$ cat src/rtl/kbd_scan.sv
`default_nettype none
// ============================================================================
// Module   : kbd_scan
// Brief    : 4x4 matrix keypad scanner with press/release debounce and hex map.
// Revision : 1.0
// ============================================================================
module kbd_scan #(
  parameter int DWELL_W = 16,
  parameter int DB_MAX  = 1000000
) (
  input  logic       clk,
  input  logic       reset,
  input  logic [3:0] row,
  output logic [3:0] col,
  output logic [3:0] key_code,
  output logic       key_valid,
  output logic       key_down
);

  localparam int DB_W = (DB_MAX > 2) ? $clog2(DB_MAX) : 1;
  localparam logic [DB_W-1:0]    DB_LAST = DB_W'(DB_MAX - 1);
  localparam logic [DWELL_W-1:0] DWELL_ONE = DWELL_W'(1);

  typedef enum logic [1:0] {
    SCAN     = 2'd0,
    PRESS_DB = 2'd1,
    HELD     = 2'd2,
    REL_DB   = 2'd3
  } state_t;

  state_t              state_q, state_d;
  logic [3:0]          row_m_q, row_s_q;
  logic [DWELL_W-1:0]  dwell_q, dwell_d;
  logic [1:0]          col_idx_q, col_idx_d;
  logic [1:0]          row_idx_q, row_idx_d;
  logic [DB_W-1:0]     db_cnt_q, db_cnt_d;
  logic [3:0]          key_code_q, key_code_d;
  logic                key_valid_q, key_valid_d;
  logic                key_down_q, key_down_d;

  logic                row_sel_low;
  logic                any_low;
  logic [1:0]          first_low;

  // Row 0 has priority when several rows return low together.
  function automatic logic [1:0] lowest_low(input logic [3:0] r);
    logic [1:0] idx;
    idx = 2'd3;
    if (!r[2]) idx = 2'd2;
    if (!r[1]) idx = 2'd1;
    if (!r[0]) idx = 2'd0;
    return idx;
  endfunction

  function automatic logic [3:0] key_map(input logic [1:0] r, input logic [1:0] c);
    logic [3:0] code;
    case ({r, c})
      4'b00_00: code = 4'h1;
      4'b00_01: code = 4'h2;
      4'b00_10: code = 4'h3;
      4'b00_11: code = 4'hA;
      4'b01_00: code = 4'h4;
      4'b01_01: code = 4'h5;
      4'b01_10: code = 4'h6;
      4'b01_11: code = 4'hB;
      4'b10_00: code = 4'h7;
      4'b10_01: code = 4'h8;
      4'b10_10: code = 4'h9;
      4'b10_11: code = 4'hC;
      4'b11_00: code = 4'h0;
      4'b11_01: code = 4'hF;
      4'b11_10: code = 4'hE;
      default:  code = 4'hD;
    endcase
    return code;
  endfunction

  // Idle rows are pulled up, so the synchroniser resets to all-ones.
  always_ff @(posedge clk or negedge reset) begin
    if (!reset) begin
      row_m_q <= 4'hF;
      row_s_q <= 4'hF;
    end else begin
      row_m_q <= row;
      row_s_q <= row_m_q;
    end
  end

  assign any_low     = ~&row_s_q;
  assign first_low   = lowest_low(row_s_q);
  assign row_sel_low = ~row_s_q[row_idx_q];

  always_comb begin
    state_d     = state_q;
    dwell_d     = dwell_q;
    col_idx_d   = col_idx_q;
    row_idx_d   = row_idx_q;
    db_cnt_d    = db_cnt_q;
    key_code_d  = key_code_q;
    key_valid_d = 1'b0;
    key_down_d  = key_down_q;

    case (state_q)
      SCAN: begin
        dwell_d = dwell_q + DWELL_ONE;
        if (&dwell_q) begin
          if (any_low) begin
            row_idx_d = first_low;
            db_cnt_d  = '0;
            state_d   = PRESS_DB;
          end else begin
            col_idx_d = col_idx_q + 2'd1;
          end
        end
      end

      PRESS_DB: begin
        if (row_sel_low) begin
          if (db_cnt_q == DB_LAST) begin
            key_code_d  = key_map(row_idx_q, col_idx_q);
            key_valid_d = 1'b1;
            key_down_d  = 1'b1;
            state_d     = HELD;
          end else begin
            db_cnt_d = db_cnt_q + DB_W'(1);
          end
        end else begin
          dwell_d   = '0;
          col_idx_d = col_idx_q + 2'd1;
          state_d   = SCAN;
        end
      end

      HELD: begin
        if (!row_sel_low) begin
          db_cnt_d = '0;
          state_d  = REL_DB;
        end
      end

      REL_DB: begin
        if (!row_sel_low) begin
          if (db_cnt_q == DB_LAST) begin
            key_down_d = 1'b0;
            dwell_d    = '0;
            col_idx_d  = col_idx_q + 2'd1;
            state_d    = SCAN;
          end else begin
            db_cnt_d = db_cnt_q + DB_W'(1);
          end
        end else begin
          state_d = HELD;
        end
      end

      default: state_d = SCAN;
    endcase
  end

  always_ff @(posedge clk or negedge reset) begin
    if (!reset) begin
      state_q     <= SCAN;
      dwell_q     <= '0;
      col_idx_q   <= 2'd0;
      row_idx_q   <= 2'd0;
      db_cnt_q    <= '0;
      key_code_q  <= 4'h0;
      key_valid_q <= 1'b0;
      key_down_q  <= 1'b0;
    end else begin
      state_q     <= state_d;
      dwell_q     <= dwell_d;
      col_idx_q   <= col_idx_d;
      row_idx_q   <= row_idx_d;
      db_cnt_q    <= db_cnt_d;
      key_code_q  <= key_code_d;
      key_valid_q <= key_valid_d;
      key_down_q  <= key_down_d;
    end
  end

  assign col       = ~(4'b0001 << col_idx_q);
  assign key_code  = key_code_q;
  assign key_valid = key_valid_q;
  assign key_down  = key_down_q;

endmodule
`default_nettype wire

$ cat config.mk
export PLATFORM = sky130hd
export DESIGN_NAME = kbd_scan
export DESIGN_NICKNAME = d
export VERILOG_FILES = /design/src/rtl/kbd_scan.sv
export SDC_FILE = /design/constraint.sdc
export NUM_CORES = 1
export LEC_CHECK = 0
export ABC_AREA = 1
export CAP_MARGIN = 20
export CORE_MARGIN = 4
export CORE_UTILIZATION = 60
export CTS_CLUSTER_SIZE = 10
export DETAILED_ROUTE_END_ITERATION = 16
export GPL_TIMING_DRIVEN = 0
export PLACE_DENSITY = 0.9
export SKIP_CTS_REPAIR_TIMING = 1
export SLEW_MARGIN = 20
export SYNTH_ARGS = -nofsm -noshare
export SYNTH_HDL_FRONTEND = slang
export SYNTH_SLANG_ARGS = --single-unit
$ cat constraint.sdc
create_clock -name clk -period 2.55 [get_ports clk]
set_input_delay 0.255 -clock clk [delete_from_list [all_inputs] [get_ports clk]]
set_output_delay 0.255 -clock clk [all_outputs]
set_load 0.05 [all_outputs]
# After elaboration in Yosys (flattened, before gate mapping)
# Memories as Yosys holds them, arrays and structs flattened. A register that Yosys moved wholly into a read port is not among the register bits.
# Cells that the tools add are included.
classes:
  addsub: 3
  order_cmp: 1
  eq_ne: 15
  shift: 1
  muxes: 38
  bitwise: 3
  n_reduce_logical: 13
op_table:
  columns: ["cell", "n"]
  rows:
  - ["two-way mux 20 bit", 6]
  - ["one-hot mux 20 bit (4 select lines)", 1]
  - ["two-way mux 16 bit", 3]
  - ["one-hot mux 16 bit (3 select lines)", 1]
  - ["two-way mux 2 bit", 14]
  - ["adder 20 x 1 -> 20 bit, second input constant", 1]
  - ["equality test 20 bit, second input constant", 1]
  - ["!= test 2 bit, second input constant", 9]
  - ["AND reduction 18 bit", 1]
  - ["adder 16 x 1 -> 16 bit, second input constant", 1]
  - ["AND reduction 16 bit", 1]
  - ["AND reduction 5 bit", 3]
  - ["two-way mux 1 bit", 9]
  - ["one-hot mux 2 bit (4 select lines)", 1]
  - ["AND reduction 4 bit", 2]
  - ["!= test 3 bit, second input constant", 2]
  - ["one-hot mux 2 bit (3 select lines)", 1]
  - ["AND reduction 6 bit", 1]
  - ["equality test 2 bit, second input constant", 2]
  - ["NOT 4 bit", 1]
  - ["<< shifter 1 x 2 -> 4 bit, first input constant", 1]
  - ["less-than comparator 2 x 3 -> 1 bit, second input constant", 1]
  - ["AND reduction 3 bit", 1]
  - ["nonzero test 3 bit", 1]
  - ["other kinds (8)", 9]
totals:
  reg_bits: 52
  rom_bits: 64
  out_inout_bits: 10
  word_cells: 84
  memories: 1
memory_table:
  columns: ["memory", "words", "word_bits", "rd", "rd_ports_with_merged_regs", "write_ports", "line", "source"]
  rows:
  - ["(name not given)", 16, 4, 1, 1, 0, "57", "case ({r, c})"]

# Longest topological paths before layout
# Gate-level depths: netlist (run 1).
logic_depth:
  word_depth: 4
  ltp_mapped: 13
  ltp_nobuf: 11

# Worst setup path after synthesis (run 1)
# No wires, ideal clock.
synth_path:
  path_type: "register to register"
  start: "reg dwell_q[0]"
  end: "reg db_cnt_q[2]"
  setup_time_ns: 0.118
  arrival_ns: 1.518
  path_slack_ns: 0.914
  stages_incl_launch_ff: 12
  path_buffers: 1
  synth_period_minus_slack_ns: 1.636
  cell_sequence: "dfrtp_1 ha_1 inv_2 nor2_2 nand2_2 nor2_1 nor2_1 nor2_4 nand3_2 buf_6 nand2_1 nand2_1"
synth_via:
  elab_chain_len: 3
synth_rtl:
  columns: ["item", "line", "source"]
  rows:
  - ["start: declaration", "33", "logic [DWELL_W-1:0] dwell_q, dwell_d;"]
  - ["start signal: assignment", "172", "dwell_q <= dwell_d;"]
  - ["AND reduction 16 bit", "106", "if (&dwell_q) begin"]
  - ["!= test 2 bit (no source line)", null, null]
  - ["AND reduction 5 bit (no source line)", null, null]
  - ["end signal: assignment", "175", "db_cnt_q <= db_cnt_d;"]
  - ["end: declaration", "36", "logic [DB_W-1:0] db_cnt_q, db_cnt_d;"]
# Every way passes these cells.
# A chain may end at the register's enable or synchronous reset.

# Final worst setup path (run 1)
layout_path:
  start: "reg col_idx_q[0]"
  end: "out col[0]"
layout_via:
  elab_chain_len: 2
layout_rtl:
  columns: ["item", "line", "source"]
  rows:
  - ["start: declaration", "34", "logic [1:0] col_idx_q, col_idx_d;"]
  - ["start signal: assignment", "173", "col_idx_q <= col_idx_d;"]
  - ["<< shifter 1 x 2 -> 4 bit", "182", "assign col = ~(4'b0001 << col_idx_q);"]
  - ["NOT 4 bit", "182", null]
  - ["end: declaration", "14", "output logic [3:0] col,"]
# Every way passes these cells.

==> out/metrics.yaml, run 1 <==
critical_path:
  timing.setup.critical_path_class: "flip-flop to output port"
  worstPathArrival_ns: 2.05
  crit_path_max_incr_delay_ns: 0.81
  worstPathCellList: "inv_1 -> ha_1 -> inv_1 -> clkdlybuf4s50_1"
  worst_ep_required_time_ns: 2.30
  critical_path.max_fanout: 6
  master_of_the_slowest_instance_on_the_critical_path: "sky130_fd_sc_hd__clkdlybuf4s50_1"
  startpoint_type: "flip-flop"
  cpMostUsedCell: "sky130_fd_sc_hd__inv_1"
  cpLargestDelayFamily: "buffers and inverters"
  worstSetupEndpointType: "output port"
  critPathBufInv: 3
logic_synthesis:
  synth-async-reset-ratio_pct: 100.0
  syn_area_sq_um: 3530
  yosys_register_bits: 56
  synth_sequential_area_ratio_pct: 39.99
  syn_area_cell_sq_um: 6.976
  yosys-top-cells-count: "sky130_fd_sc_hd__nand2_1, sky130_fd_sc_hd__nor2_1, sky130_fd_sc_hd__nand3_1"
  synth_cells: 506
  postSynthNetCount: 519
  yosys.cell_count.top_type: "sky130_fd_sc_hd__nand2_1"
  distinct_cell_type_count_after_synthesis: 32
  synthesis.yosys.warnings: 0
  synth_edf_count: 0
  biggest_area_consumer_among_synthesized_cells: "sky130_fd_sc_hd__dfrtp_1"
  ys_dominant_reg_cell: "sky130_fd_sc_hd__dfrtp_1"
  top_area_cell_type_share_of_the_netlist_area_pct: 34.03
  ys_top_cells_by_area: "sky130_fd_sc_hd__dfrtp_1, sky130_fd_sc_hd__nand2_1, sky130_fd_sc_hd__nor2_1"
route:
  post_detailed_route_drc_marker_count: 0
  route.final.wire_length_mm: 7.935
  drt_first_pass_iters: 5
  vias_post_dr: 3216
  dr.first_iter.drc_count: 206
  routed_via_density: 5.351
  avgRoutedWirePerCell_um: 13.20
  antenna_violating_nets_post_route: 0
sta:
  layout_worst_path_cycle_share_pct: 90.32
  fin_hold_ws_ns: -0.02924
  maxClockFrequency_ghz: 0.4342
  final-hold-violation-count: 48
  worst_margin_slew_ns: 0.6953
  fin_skew_ns: 0.01764
  final-max-slew-violation-count: 0
  layout_min_cycle_time_ns: 2.303
  worst_slew_margin_rel_pct: 53.65
  setup_viol_count_final: 0
  grt_setup_unrepaired: "no"
global_route:
  grt_start_max_net_pins: 57
  grt.overflow.total: 0
  via_count_of_the_first_global_routing_pass: 3167
  grt_antenna_before_repair: 0
  global_route_wire_length_before_repair_mm: 13.96
  total_track_usage_pct: 23.55
power:
  worst_ir_drop_vdd_uv: 225.3
  cell_area_power_density_nw_per_um2: 398.8
  design_power_total_uw: 1547
  power.static_leakage_uw: 0.001902
placement:
  port_buffers: 15
  dpl.hpwl_mm: 5.713
  place.gp.congestion: 0.9483
  placed_cells_incl_taps: 593
floorplanning:
  core_area_sq_um: 5608
  num_rows: 27
  floorplan.die.width_um: 84.70
  die_height_um: 84.70
  starting_density_of_the_core_pct: 62.94
  die-area_sq_um: 7174
  io_pins: 16
finish:
  utilization_pct: 69.17
  nFillCells: 471
  post_layout_net_count: 541
  post_route_cells_drive_above_1_share_pct: 9.263
  num_antenna_cells: 0
  final-instance-count-excl-fill: 601
  area_delta_synth_final_pct: 9.890
cts:
  cts.reportedPaths.clkPinSlew_ns: 0.11
  ctsLongestPathBuffers: 2
  root_buffer: "sky130_fd_sc_hd__clkbuf_8"
  clkSinkCount: 56
  cts_made_buffers: 5
  skew_pair_late_insertion_delay_ns: 0.32
  cts_tree: "yes"
  cts_htree_levels: 2
run_status:
  violations: "negative hold slack"
  outcome: "finished, violations left"
flow_run:
  drv.max_cap_violation_count: 0
hold_path:
  min-delay-path-class: "primary input to async pin"
-- flip-flops by register name, indices dropped and copies added, names as in the netlist, named ones only --
signal and count:
col_idx_q 2, key_code 4, row_s_q 4, dwell_q 16
row_m_q 4, state_q 1, key_valid 1, db_cnt_q 20
key_down 1, row_idx_q 2
-- cell families (layout without fill, tap and decap cells) --
group,count (synthesis),after routing,share of synthesized area (%)
AND/OR/NAND/NOR,333,333,39.67
buffers and inverters,63,86,8.047
flip-flops,56,56,39.99
AO/OA/AOI/OAI,27,27,4.856
XOR/XNOR,20,20,4.963
adder cells (fa/ha/maj),7,7,2.481
-- path summary, 6_finish.rpt --
path	from	end	slack, ns	cells after the start
worst max-delay path	col_idx_q[0]$_DFFE_PN0P_	col[0]	0.25	4
worst min-delay path	reset	dwell_q[6]$_DFFE_PN0P_	-0.03	1
worst max register to register	dwell_q[0]$_DFFE_PN0P_	db_cnt_q[4]$_DFFE_PN0P_	0.53	11
worst min register to register	row_m_q[0]$_DFF_PN1_	row_s_q[0]$_DFF_PN1_	0.36	0
max in group asynchronous	reset	db_cnt_q[6]$_DFFE_PN0P_	2.12	1
min in group clk	row[3]	row_m_q[3]$_DFF_PN1_	0.33	1
-- routing by layer --
metal	up-vias	part of all wire, %	global-route usage, %
met5	-	0	0
met1	1505	43	28.40
li1	1620	-	-
met4	0	1.8	8.201
met3	15	3.6	3.925
met2	76	51	42.21
-- cells in the final DEF, fill, tap and decap left out, drive strengths merged --
cell type        n
xor2            16
inv             51
nand3           53
dfstp            8
or2              3
nand2          186
clkbuf           8
o22ai            1
nor2            77
a21oi            4
nand4            9
clkdlybuf4s50   14
buf             12
and2             2
o21bai           2
o21ai           20
xnor2            4
dfrtp           48
nor3             3
ha               7
bufinv           1
-- where the power goes --
group / total (uW) / internal (uW) / switching [uW]
clock: 610 / 298 / 313
sequential: 902 / 899 / 3.05
combinational: 34.1 / 9.41 / 24.7
-- stage by stage --
stage	instance area, sq um	hold WS [ns]	TNS [ns]	worst slack (ns)
CTS	3879	-0.002384	0	0.2426
finish	3879	-0.02924	0	0.2469
detailed placement	3767	0.3459	0	0.6024
floorplan	3530	-0.04059	0	0.9142
global route	3879	0.03874	0	0.1486
global placement	3770	0.3454	-19.77	-0.4162
-- worst register-to-register path, delay by kind of cell, from the launching register on --
kind          cells  cell delay [ns]
simple gates      8             0.94
flops             1             0.46
fa+ha+maj         1             0.27
buf+inv           2             0.24
-- area by class of cell --
class	instances	area, sq um	share of cell area (%)
Sequential cell	56	1411	36.39
Inverter	50	187.7	4.839
Multi-Input combinational cell	387	1834	47.29
Clock inverter	2	38.79	1.000
Timing Repair Buffer	15	147.6	3.806
Buffer	13	96.34	2.484
Tap cell	72	90.09	2.323
Clock buffer	6	72.57	1.871
Note: power is estimated with default switching activity, not from simulation.
==> inputs of run 2 (changes only) <==
ABC_CLOCK_PERIOD_IN_PS = 2550   (was unset)
CTS_CLUSTER_DIAMETER = 200   (was unset)
==> results of run 2 <==
No change in the layout: final DEF, timing and power equal those of run 1.
==> inputs of run 3 (changes only) <==
SKIP_CTS_REPAIR_TIMING = unset   (was 1)
SLEW_MARGIN = unset   (was 20)
==> run 3 against run 2 <==
  * The flow now finishes without violations
  * Utilization rose by 0.49 points
  * First-iteration DRC count fell by 2.9%
  * Largest power group unchanged
  * Clock-buffer cell count did not move
  * Setup slack got worse by 0.0035 ns
  * Sequential cell count did not move
  * Highest routed layer unchanged
  * Global-route usage fell by 0.56 points
  * Cell area rose by 0.71%
  * Critical path type unchanged
  * Non-clock buffer count rose by 2
  * Register-to-register slack barely moved
  * Combinational power rose by 14%
  * Clock power barely moved
  * Wire length fell by 3.6%
==> out/metrics.yaml, run 3 (same netlist as run 1, synthesis figures left out) <==
cts:
  cts_tree: "yes"
  cts.reportedPaths.clkPinSlew_ns: 0.11  # about the same
  cts_made_buffers: 5  # unchanged
  clkSinkCount: 56  # unchanged
  cts_setup_buffers: 0
  cts_htree_levels: 2  # unchanged
  skew_pair_late_insertion_delay_ns: 0.33  # about the same
  ctsLongestPathBuffers: 2  # unchanged
  root_buffer: "sky130_fd_sc_hd__clkbuf_8"
critical_path:
  master_of_the_slowest_instance_on_the_critical_path: "sky130_fd_sc_hd__clkdlybuf4s50_1"
  critical_path.max_fanout: 6  # unchanged
  worstSetupEndpointType: "output port"
  critPathBufInv: 3  # unchanged
  cpLargestDelayFamily: "buffers and inverters"
  worstPathCellList: "inv_1 -> ha_1 -> inv_1 -> clkdlybuf4s50_1"
  crit_path_max_incr_delay_ns: 0.81  # about the same
  startpoint_type: "flip-flop"
  timing.setup.critical_path_class: "flip-flop to output port"
  worst_ep_required_time_ns: 2.30  # about the same
  worstPathArrival_ns: 2.05  # about the same
  cpMostUsedCell: "sky130_fd_sc_hd__inv_1"
placement:
  port_buffers: 15  # unchanged
  dpl.hpwl_mm: 5.807  # +1.6%
  place.gp.congestion: 0.9483  # unchanged
  placement.setup.worst_slack_ns: 0.6035  # +0.001134 ns
  placed_cells_incl_taps: 594  # +0.17%
route:
  antenna_violating_nets_post_route: 0  # unchanged
  post_detailed_route_drc_marker_count: 0  # unchanged
  route.final.wire_length_mm: 7.647  # -3.6%
  vias_post_dr: 3199  # -0.53%
  routed_via_density: 5.305  # -0.86%
  dr.first_iter.drc_count: 200  # -2.9%
  avgRoutedWirePerCell_um: 12.68  # -3.9%
  drt_first_pass_iters: 4  # -1
floorplanning:
  floorplan.die.width_um: 84.70  # unchanged
  die_height_um: 84.70  # unchanged
  io_pins: 16  # unchanged
  core_area_sq_um: 5608  # unchanged
  starting_density_of_the_core_pct: 62.94  # unchanged
  die-area_sq_um: 7174  # unchanged
  num_rows: 27  # unchanged
global_route:
  total_track_usage_pct: 22.99  # -0.56 points
  global_route_wire_length_before_repair_mm: 13.57  # -2.8%
  grt.overflow.total: 0  # unchanged
  via_count_of_the_first_global_routing_pass: 3135  # -1.0%
  grt_antenna_before_repair: 0  # unchanged
  grt_start_max_net_pins: 31  # -46%
sta:
  worst_margin_slew_ns: 0.6219  # -0.07341 ns
  final-hold-violation-count: 0  # -100%
  grt_setup_unrepaired: "no"
  fin_skew_ns: 0.01754  # -0.0001043 ns
  fin_hold_ws_ns: 0.3257  # +0.3549 ns
  final_worst_setup_slack_ns: 0.2434  # -0.003516 ns
  worst_slew_margin_rel_pct: 58.54  # +4.9 points
  layout_min_cycle_time_ns: 2.307  # +0.003516 ns
  maxClockFrequency_ghz: 0.4335  # -0.15%
  layout_worst_path_cycle_share_pct: 90.46  # +0.14 points
  fin_setup_tns_ns: 0  # unchanged
  final-max-slew-violation-count: 0  # unchanged
  setup_viol_count_final: 0  # unchanged
finish:
  mostFrequentLayoutCells: "sky130_fd_sc_hd__nand2_1, sky130_fd_sc_hd__nor2_1, sky130_fd_sc_hd__nand3_1, sky130_fd_sc_hd__dfrtp_1, sky130_fd_sc_hd__inv_1"
  post_layout_net_count: 543  # +0.37%
  largest_register_ff_count: 20  # unchanged
  num_antenna_cells: 0  # unchanged
  area_delta_synth_final_pct: 10.67
  largest_register: "db_cnt_q"
  commonest_non_fill_non_tap_cell_in_the_layout: "sky130_fd_sc_hd__nand2_1"
  post_route_cells_drive_above_1_share_pct: 9.416  # +0.15 points
  final-instance-count-excl-fill: 603  # +0.33%
  nFillCells: 474  # +0.64%
  layout_top_registers: "db_cnt_q x20, dwell_q x16"
run_status:
  outcome: "completed"
flow_run:
  drv.max_cap_violation_count: 0  # unchanged
hold_path:
  min-delay-path-class: "primary input to flip-flop"
power:
  worst_ir_drop_vdd_uv: 256.6  # +14%
  power.static_leakage_uw: 0.001915  # +0.67%
  cell_area_power_density_nw_per_um2: 396.2  # -0.65%
[run 3: path summary, 6_finish.rpt]
check,from,depth (start not counted),endpoint,slack (ns)
setup reg to reg,dwell_q[0]$_DFFE_PN0P_,11,db_cnt_q[4]$_DFFE_PN0P_,0.54
hold reg to reg,row_m_q[0]$_DFF_PN1_,0,row_s_q[0]$_DFF_PN1_,0.36
min in group asynchronous,reset,2,dwell_q[3]$_DFFE_PN0P_,0.49
setup / recovery,col_idx_q[0]$_DFFE_PN0P_,4,col[0],0.24
max in group asynchronous,reset,3,row_m_q[1]$_DFF_PN1_,1.42
hold / removal,row[0],1,row_m_q[0]$_DFF_PN1_,0.33
[run 3: repair_timing]
action	4_1_cts	5_1_grt
endpoints found under the hold margin	24	0
resized for setup	0	0
hold buffers	1	0
[run 3: final cells by class]
type	count	area, sq um	area share [%]
Clock buffer	6	72.57	1.858
Inverter	50	187.7	4.805
Timing Repair Buffer	17	175.2	4.484
Clock inverter	2	38.79	0.9930
Sequential cell	56	1411	36.13
Multi-Input combinational cell	387	1834	46.96
Buffer	13	96.34	2.466
Tap cell	72	90.09	2.306
[run 3: routing by layer]
| metal | up-vias | GRT usage [%] | part of all wire [%] |
|---|---|---|---|
| li1 | 1621 | - | - |
| met2 | 81 | 40.43 | 50 |
| met3 | 9 | 4.416 | 4.2 |
| met5 | - | 0 | 0 |
| met1 | 1488 | 27.52 | 44 |
| met4 | 0 | 9.209 | 1.4 |
[run 3: power breakdown]
| part | total (uW) | switching, uW | internal [uW] |
|---|---|---|---|
| clock | 607 | 309 | 297 |
| sequential | 902 | 3.08 | 899 |
| combinational | 38.8 | 25.8 | 13.0 |
[run 3: stage by stage]
step | utilization [%] | cell area, sq um | total power, uW
after global routing | 69.66 | 3906 | 1595
after detailed placement | 67.49 | 3785 | 958.0
after global placement | 67.22 | 3770 | 953.2
after CTS | 69.66 | 3906 | 1552
after floorplan | - | 3530 | 926.8
final | 69.66 | 3906 | 1548
